### src/rtl/req_ack_checker_sat_counter.sv
// sat_counter: W-bit counter that adds 0..2 per cycle and sticks at all-ones.
// clr and rst both return it to zero; clr takes priority over inc.
module sat_counter #(
    parameter int W = 8
) (
    input  logic         clk,
    input  logic         rst,
    input  logic [1:0]   inc,
    input  logic         clr,
    output logic [W-1:0] value
);

    localparam logic [W:0] MAX = {1'b0, {W{1'b1}}};

    logic [W:0] sum;

    // One extra bit of headroom so an overflow is visible before clamping.
    always_comb begin
        sum = {1'b0, value} + (W+1)'(inc);
    end

    // Clear on reset/clr, otherwise add and clamp at the maximum.
    always_ff @(posedge clk) begin
        if (rst || clr) begin
            value <= '0;
        end else if (sum > MAX) begin
            value <= {W{1'b1}};
        end else begin
            value <= sum[W-1:0];
        end
    end

endmodule

### config.mk
export PLATFORM = sky130hd
export DESIGN_NAME = sat_counter
export DESIGN_NICKNAME = d
export VERILOG_FILES = /design/src/rtl/req_ack_checker_sat_counter.sv
export SDC_FILE = /design/constraint.sdc
export NUM_CORES = 1
export LEC_CHECK = 0
export ABC_AREA = 1
export BUFFER_PORTS_ARGS = -buffer_cell sky130_fd_sc_hd__buf_2
export CAP_MARGIN = 20
export CORE_AREA = 2 2 39 41
export DETAILED_ROUTE_END_ITERATION = 10
export DIE_AREA = 0 0 41 43
export MAX_ROUTING_LAYER = met4
export PLACE_DENSITY = 0.61
export SETUP_SLACK_MARGIN = 0.3
export SLEW_MARGIN = 20
export SYNTH_ARGS = -nofsm -noshare
export SYNTH_HDL_FRONTEND = slang
export SYNTH_SLANG_ARGS = --single-unit
### constraint.sdc
create_clock -name clk -period 2.2 [get_ports clk]
set_input_delay 0 -clock clk [delete_from_list [all_inputs] [get_ports clk]]
set_output_delay 0 -clock clk [all_outputs]
set_load 0.02 [all_outputs]
==> results.py, run 1 <==
metrics = {
    "finish": {
        "drive_gt1_share_pct": 29.73,
        "instances_no_fill": 90,
        "seq_area_um2": 160.2,
        "multi_input_area_um2": 245.2,
        "reg_top3": "value (8)",
        "diodes": 0,
        "regMostFlops": "value",
        "fill_cells": 150,
        "nets": 84,
        "largest_reg_flops": 8,
        "syn_to_final_growth_pct": 22.78,
        "final_area_um2": 553.0,
    },
    "die": {
        "die_x_um": 41,
        "start_util_pct": 32.55,
        "die_area_um2": 1763,
        "core_area_um2": 1384,
        "num_rows": 14,
        "die_y_um": 43,
        "design.portCount": 13,
    },
    "critical_path": {
        "cp_max_fo": 3,
        "worstSetupStartpointType": "register",
        "worst_path_most_repeated_cell": "nor2_1",
        "cp.arrival_ns": 1.61,
        "crit_path_end_kind": "register",
        "reg2reg_slack_ns": 0.74,
        "slowest_delay_ns": 0.42,
        "crit_slowest_cell": "fa_1",
        "required_ns": 2.35,
        "worstSetupPathType": "register to register",
        "critical-path-top-delay-family": "adder cells",
        "crit_buf_inv": 1,
        "crit_path_cell_trace": "ha_1, fa_1, nand2_2, nor2_4, inv_2, nand2_1, nor2_1, nor2_1",
    },
    "clocking": {
        "root_buffer": "clkbuf_4",
        "hold_buffers": 0,
        "clkLatencyLatePin_ns": 0.25,
        "clock-sinks": 8,
        "htreeDepth": 1,
        "postCtsResizedCells": 0,
        "cts_tree": "done",
        "max-clock-path-buffers": 2,
        "clk_pin_slew_ns": 0.06,
        "post_cts_buffers": 0,
        "cts_buffers": 3,
    },
    "placement": {
        "placed_area_um2": 530.5,
        "gp_congestion": 0.7641,
        "io_buffer_count": 12,
        "post-dp-hpwl_um": 649.4,
        "placedCellCount": 87,
    },
    "sta": {
        "period_needed_ns": 1.459,
        "max_freq_ghz": 0.6854,
        "fin_worst_skew_ns": 0.008203,
        "finalSetupTns_ns": 0,
        "finalHoldViolations": 0,
        "whs_ns": 0.01175,
        "rsz0062_at_grt": "false",
        "worst_pin_slew_ns": 0.2272,
        "setup_violations": 0,
        "relSlewSlack_pct": 84.83,
        "post-route-period-util_pct": 66.32,
        "maxSlewViolCount": 0,
    },
    "route": {
        "wire_per_inst_um": 8.656,
        "drtIter0Drc": 4,
        "viasPerCell": 4.300,
        "drt-total-wl_um": 779,
        "vias": 387,
        "firstDrtPassIters": 4,
        "route.detailed.drc": 0,
        "ant_nets": 0,
    },
    "grt": {
        "grt_max_degree": 7,
        "grt_pass1_vias": 349,
        "grt_pass1_wl_um": 1380,
        "gr-total-overflow": 0,
        "antenna_found_initial": 0,
        "grt.total_usage_pct": 11.98,
    },
    "pwr": {
        "vdd_ir_drop_max_mv": 0.2542,
        "powerDensity_nw_per_um2": 516.0,
        "finalPower_uw": 285.4,
        "leakage_nw": 0.2802,
    },
    "synth": {
        "synth_commonest_cells": "13 x nand2_1, 10 x inv_1, 8 x dfxtp_1, 6 x nand3_1, 5 x a21oi_1",
        "synth-seq-cells": 8,
        "async_reset_ff_share_pct": 0,
        "ys_warn_count": 0,
        "seq_area_frac_synth_pct": 35.56,
        "synthesis.area_um2": 450.4,
        "ys_types": 17,
        "synth_top_area_cell": "dfxtp_1",
        "yosysMostFrequentCell": "nand2_1",
        "syn_area_per_cell_um2": 7.634,
        "syn_inst": 59,
        "synthTopCellsByArea": "dfxtp_1 36%, nand2_1 11%, inv_1 8.3%",
        "synth_flop_cell": "dfxtp_1",
        "synth_edf_count": 0,
        "syn-num-nets": 67,
        "synth_top_area_share_pct": 35.56,
    },
    "flow_run": {
        "cap_viol_max_count": 0,
    },
    "status": {
        "status": "finished clean",
    },
    "hold_path": {
        "hp-class": "input port to register",
    },
}
## worst reg2reg max path: stages (launching register included)
cell,delay [ns]
dfxtp_1,0.30
ha_1,0.23
fa_1,0.42
nand2_2,0.11
nor2_4,0.06
inv_2,0.06
nand2_1,0.04
nor2_1,0.10
nor2_1,0.05
## layout by cell type, fill, tap and decap left out, drive strengths merged
master	n
a21oi	5
buf	12
clkbuf	3
clkinv	1
dfxtp	8
fa	1
ha	2
inv	11
nand2	15
nand3	8
nor2	4
nor3	2
o21bai	1
xnor2	1
## layout make-up
cell class / count / area share (%)
clock buffer: 3 / 4.072
inverter: 12 / 8.145
multi-input combinational: 39 / 44.34
sequential: 8 / 28.96
tap: 16 / 3.620
timing repair buffer: 12 / 10.86
## through the flow
stage / setup slack (ns) / util [%]
after floorplan: 0.6756 / -
after global placement: 0.7361 / 38.34
after detailed placement: 0.7332 / 38.34
after CTS: 0.7339 / 39.96
after global routing: 0.6424 / 39.96
final: 0.7410 / 39.96
## power by group
part           leakage (nW)  switching (mW)  internal, mW  total [mW]
logic                 0.202          0.0153        0.0114      0.0268
registers            0.0648         0.00266         0.148       0.150
clock network        0.0138          0.0460        0.0622       0.108
## metal layers
layer	GRT usage [%]	share of wire [%]	up-vias
met5	-	0	-
met2	15.31	44	10
met1	15.96	47	160
li1	-	-	217
met4	8.000	0	0
met3	3.141	8.5	0
## worst paths after layout
path                            depth (start not counted)        to  startpoint
worst min-delay path                                    4  value[3]         rst
worst max-delay path                                    8  value[7]    value[0]
worst min register to register                          2  value[6]    value[6]
worst max register to register                          8  value[7]    value[0]
## cells by family after synthesis
logic type | Yosys count | synth area share, %
flip-flops | 8 | 35.55
XOR/XNOR | 1 | 1.945
buffers and inverters | 12 | 9.999
AND/OR/NAND/NOR | 29 | 35.28
AO/OA/AOI/OAI | 6 | 7.222
adder cells (fa/ha/maj) | 3 | 9.999
Power figures use the tool's default switching activity.
==> inputs of run 2 (changes only) <==
ABC_AREA = 0   (was 1)
PLACE_DENSITY = 0.56   (was 0.61)
clock period = 1.5 ns   (was 2.2 ns; I/O delays follow)
==> run 2 against run 1 <==
Effect of this change: combinational power rose by 84%; critical path depth decreased by 4; clock power up 66%; critical path type unchanged; maximum frequency decreased by 7.5%; the flow now finishes with violations (negative setup slack); critical endpoint unchanged; largest cell class unchanged.
==> results.py, run 2 <==
metrics = {
    "status": {
        "status": "complete, but fails checks",
        "violations": "negative setup slack",
    },
    "clocking": {
        "max-clock-path-buffers": 2,
        "hold_buffers": 0,
        "htreeDepth": 1,
        "cts_buffers": 3,
        "cts_tree": "done",
        "clkLatencyLatePin_ns": 0.25,
        "clock-sinks": 8,
        "root_buffer": "clkbuf_4",
        "clk_pin_slew_ns": 0.06,
    },
    "pwr": {
        "p_clk_share_pct": 39.9,
        "leakage_nw": 0.2420,
        "combPwrFrac_pct": 11.0,
        "pwr-share-seq_pct": 49.2,
        "finalPower_uw": 448.2,
        "powerDensity_nw_per_um2": 816.0,
        "vdd_ir_drop_max_mv": 0.2846,
        "internal_power_uw": 340.8,
        "power.switching_uw": 107.4,
        "swShare_pct": 23.97,
    },
    "finish": {
        "syn_to_final_growth_pct": 40.71,
        "final_cell_mix": "12 x buf_2, 7 x dfxtp_1, 4 x a21oi_1",
        "finish.utilization_pct": 39.69,
        "seq_area_um2": 163.9,
        "diodes": 0,
        "largest_reg_flops": 8,
        "reg_top3": "value (8)",
        "fill_cells": 148,
        "layout_commonest_cell": "buf_2",
        "nets": 69,
        "regMostFlops": "value",
        "multi_input_area_um2": 241.5,
        "drive_gt1_share_pct": 45.00,
    },
    "sta": {
        "post-route-period-util_pct": 105.1,
        "finalHoldViolations": 0,
        "period_needed_ns": 1.577,
        "max_freq_ghz": 0.6343,
        "setup_ws_ns": -0.07662,
        "fin_worst_skew_ns": 0.003172,
        "relSlewSlack_pct": 74.39,
        "rsz0062_at_grt": "true",
        "maxSlewViolCount": 0,
        "setup_violations": 2,
        "worst_pin_slew_ns": 0.3841,
    },
    "die": {
        "die_area_um2": 1763,
        "design.portCount": 13,
        "num_rows": 14,
        "start_util_pct": 28.21,
        "core_area_um2": 1384,
        "die_y_um": 43,
        "die_x_um": 41,
    },
    "route": {
        "firstDrtPassIters": 4,
        "ant_nets": 0,
        "drtIter0Drc": 7,
        "wire_per_inst_um": 11.78,
        "viasPerCell": 5.092,
        "drt-total-wl_um": 895,
        "vias": 387,
        "route.detailed.drc": 0,
    },
    "critical_path": {
        "crit_path_end_kind": "register",
        "reg2reg_slack_ns": -0.08,
        "crit_start": "value[0]",
        "worstReg2RegStart": "value[0]",
        "worstSetupPathType": "register to register",
        "reg2reg_depth": 4,
        "required_ns": 1.64,
        "cp_max_fo": 3,
        "crit_path_cell_trace": "ha_4, fa_2, or4_1, o211a_1",
        "crit_buf_inv": 0,
        "crit_path_end": "value[7]",
        "worstSetupStartpointType": "register",
        "cp.arrival_ns": 1.72,
        "worstReg2RegEnd": "value[7]",
        "critical-path-top-delay-family": "adder cells",
        "path_depth": 4,
        "slowest_delay_ns": 0.48,
        "crit_slowest_cell": "or4_1",
    },
    "placement": {
        "post-dp-hpwl_um": 686.1,
        "post-place-ws_ns": -0.08339,
        "io_buffer_count": 12,
        "gp_congestion": 0.7214,
    },
    "grt": {
        "grt_pass1_wl_um": 1407,
        "antenna_found_initial": 0,
        "grt.total_usage_pct": 13.07,
        "grt_max_degree": 8,
        "grt_pass1_vias": 353,
        "gr-total-overflow": 0,
    },
    "synth": {
        "syn_area_per_cell_um2": 9.295,
        "synth_commonest_cells": "8 x dfxtp_1, 5 x a21oi_1, 3 x a31oi_1, 3 x inv_1, 3 x o21ai_0",
        "synth_top_area_share_pct": 41.03,
        "synthesis.area_um2": 390.4,
        "synth_edf_count": 0,
        "ys_types": 22,
        "synth_top_area_cell": "dfxtp_1",
        "seq_area_frac_synth_pct": 41.03,
        "yosysMostFrequentCell": "dfxtp_1",
        "synth-seq-cells": 8,
        "syn_inst": 42,
        "syn-num-nets": 50,
        "async_reset_ff_share_pct": 0,
        "ys_warn_count": 0,
        "synth_flop_cell": "dfxtp_1",
        "synthTopCellsByArea": "dfxtp_1 41%, a21oi_1 6.4%, ha_1 6.4%",
    },
    "hold_path": {
        "hp-class": "input port to register",
        "whs_path_depth": 4,
    },
    "flow_run": {
        "cap_viol_max_count": 0,
    },
}
==> run 2: cell types whose count changed in the layout (fill, tap and decap cells not counted), moves of 2 or more <==
cell	before	now
or3_1	0	2
buf_4	0	2
inv_1	10	3
nand2_1	13	1
a31oi_1	0	3
nand2_2	2	0
nor2_4	2	0
o21ai_0	0	2
nand3_1	6	1
==> run 2: routing by layer <==
layer / wire (um) / vias to the layer above / track usage, %
met5: 0 / - / -
met1: 371 / 186 / 13.50
met3: 35 / 2 / 3.141
li1: - / 190 / -
met2: 469 / 9 / 19.06
met4: 19 / 0 / 12.00
==> run 2: per-stage QoR <==
step / instances / area (um^2) / TNS (ns) / hold slack (ns)
2_1_floorplan: 42 / 409.1 / -0.08440 / 0.1681
3_3_place_gp: 71 / 500.5 / -0.05652 / 0.2757
3_5_place_dp: 71 / 500.5 / -0.09566 / 0.2875
4_1_cts: 76 / 541.8 / -0.1198 / 0.01047
5_1_grt: 76 / 549.3 / -0.4675 / 0.03560
6_report: 76 / 549.3 / -0.1165 / 0.01204
==> run 2: worst min path at each step <==
stage / start / to / slack (ns)
after floorplan: rst / value[7] / 0.17
after global placement: rst / value[7] / 0.28
after detailed placement: rst / value[7] / 0.29
after CTS: rst / value[7] / 0.01
after global routing: rst / value[4] / 0.04
final: rst / value[4] / 0.01
==> run 2: final cells by class <==
| class | count | share of cell area, % |
|---|---|---|
| flip-flops and latches | 8 | 29.84 |
| inverters | 3 | 2.050 |
| well taps | 16 | 3.645 |
| multi-input cells | 30 | 43.96 |
| repair buffers | 15 | 15.72 |
| clock buffers | 4 | 4.784 |
==> run 2: repair_timing <==
| item | CTS | global route |
|---|---|---|
| gates resized for setup | 2 | 2 |
| setup buffers | 1 | 0 |
| pin swaps | 4 | 3 |
| endpoints found under the setup margin | 8 | 8 |
==> run 2: cells by family (layout without fill, tap and decap cells) <==
group / after synthesis / after routing / synth area share (%)
simple gates: 14 / 14 / 23.72
flops: 8 / 8 / 41.02
fa+ha+maj: 3 / 3 / 11.54
buf+inv: 4 / 22 / 3.845
xor+xnor: 1 / 1 / 2.244
compound gates: 12 / 12 / 17.63
==> run 2: power groups by stage <==
stage               Sequential (mW)  Clock (mW)  Combinational (mW)
floorplan                     0.230           0              0.0210
global route                  0.221       0.202              0.0568
finish                        0.220       0.179              0.0493
global placement              0.225           0              0.0424
detailed placement            0.225           0              0.0449
CTS                           0.220       0.190              0.0487
==> run 2: worst min-delay path: cells and delay by family <==
kind                   cells  cell delay [ns]
AND/OR/NAND/NOR            1             0.05
buffers and inverters      1             0.08
AO/OA/AOI/OAI              2             0.09
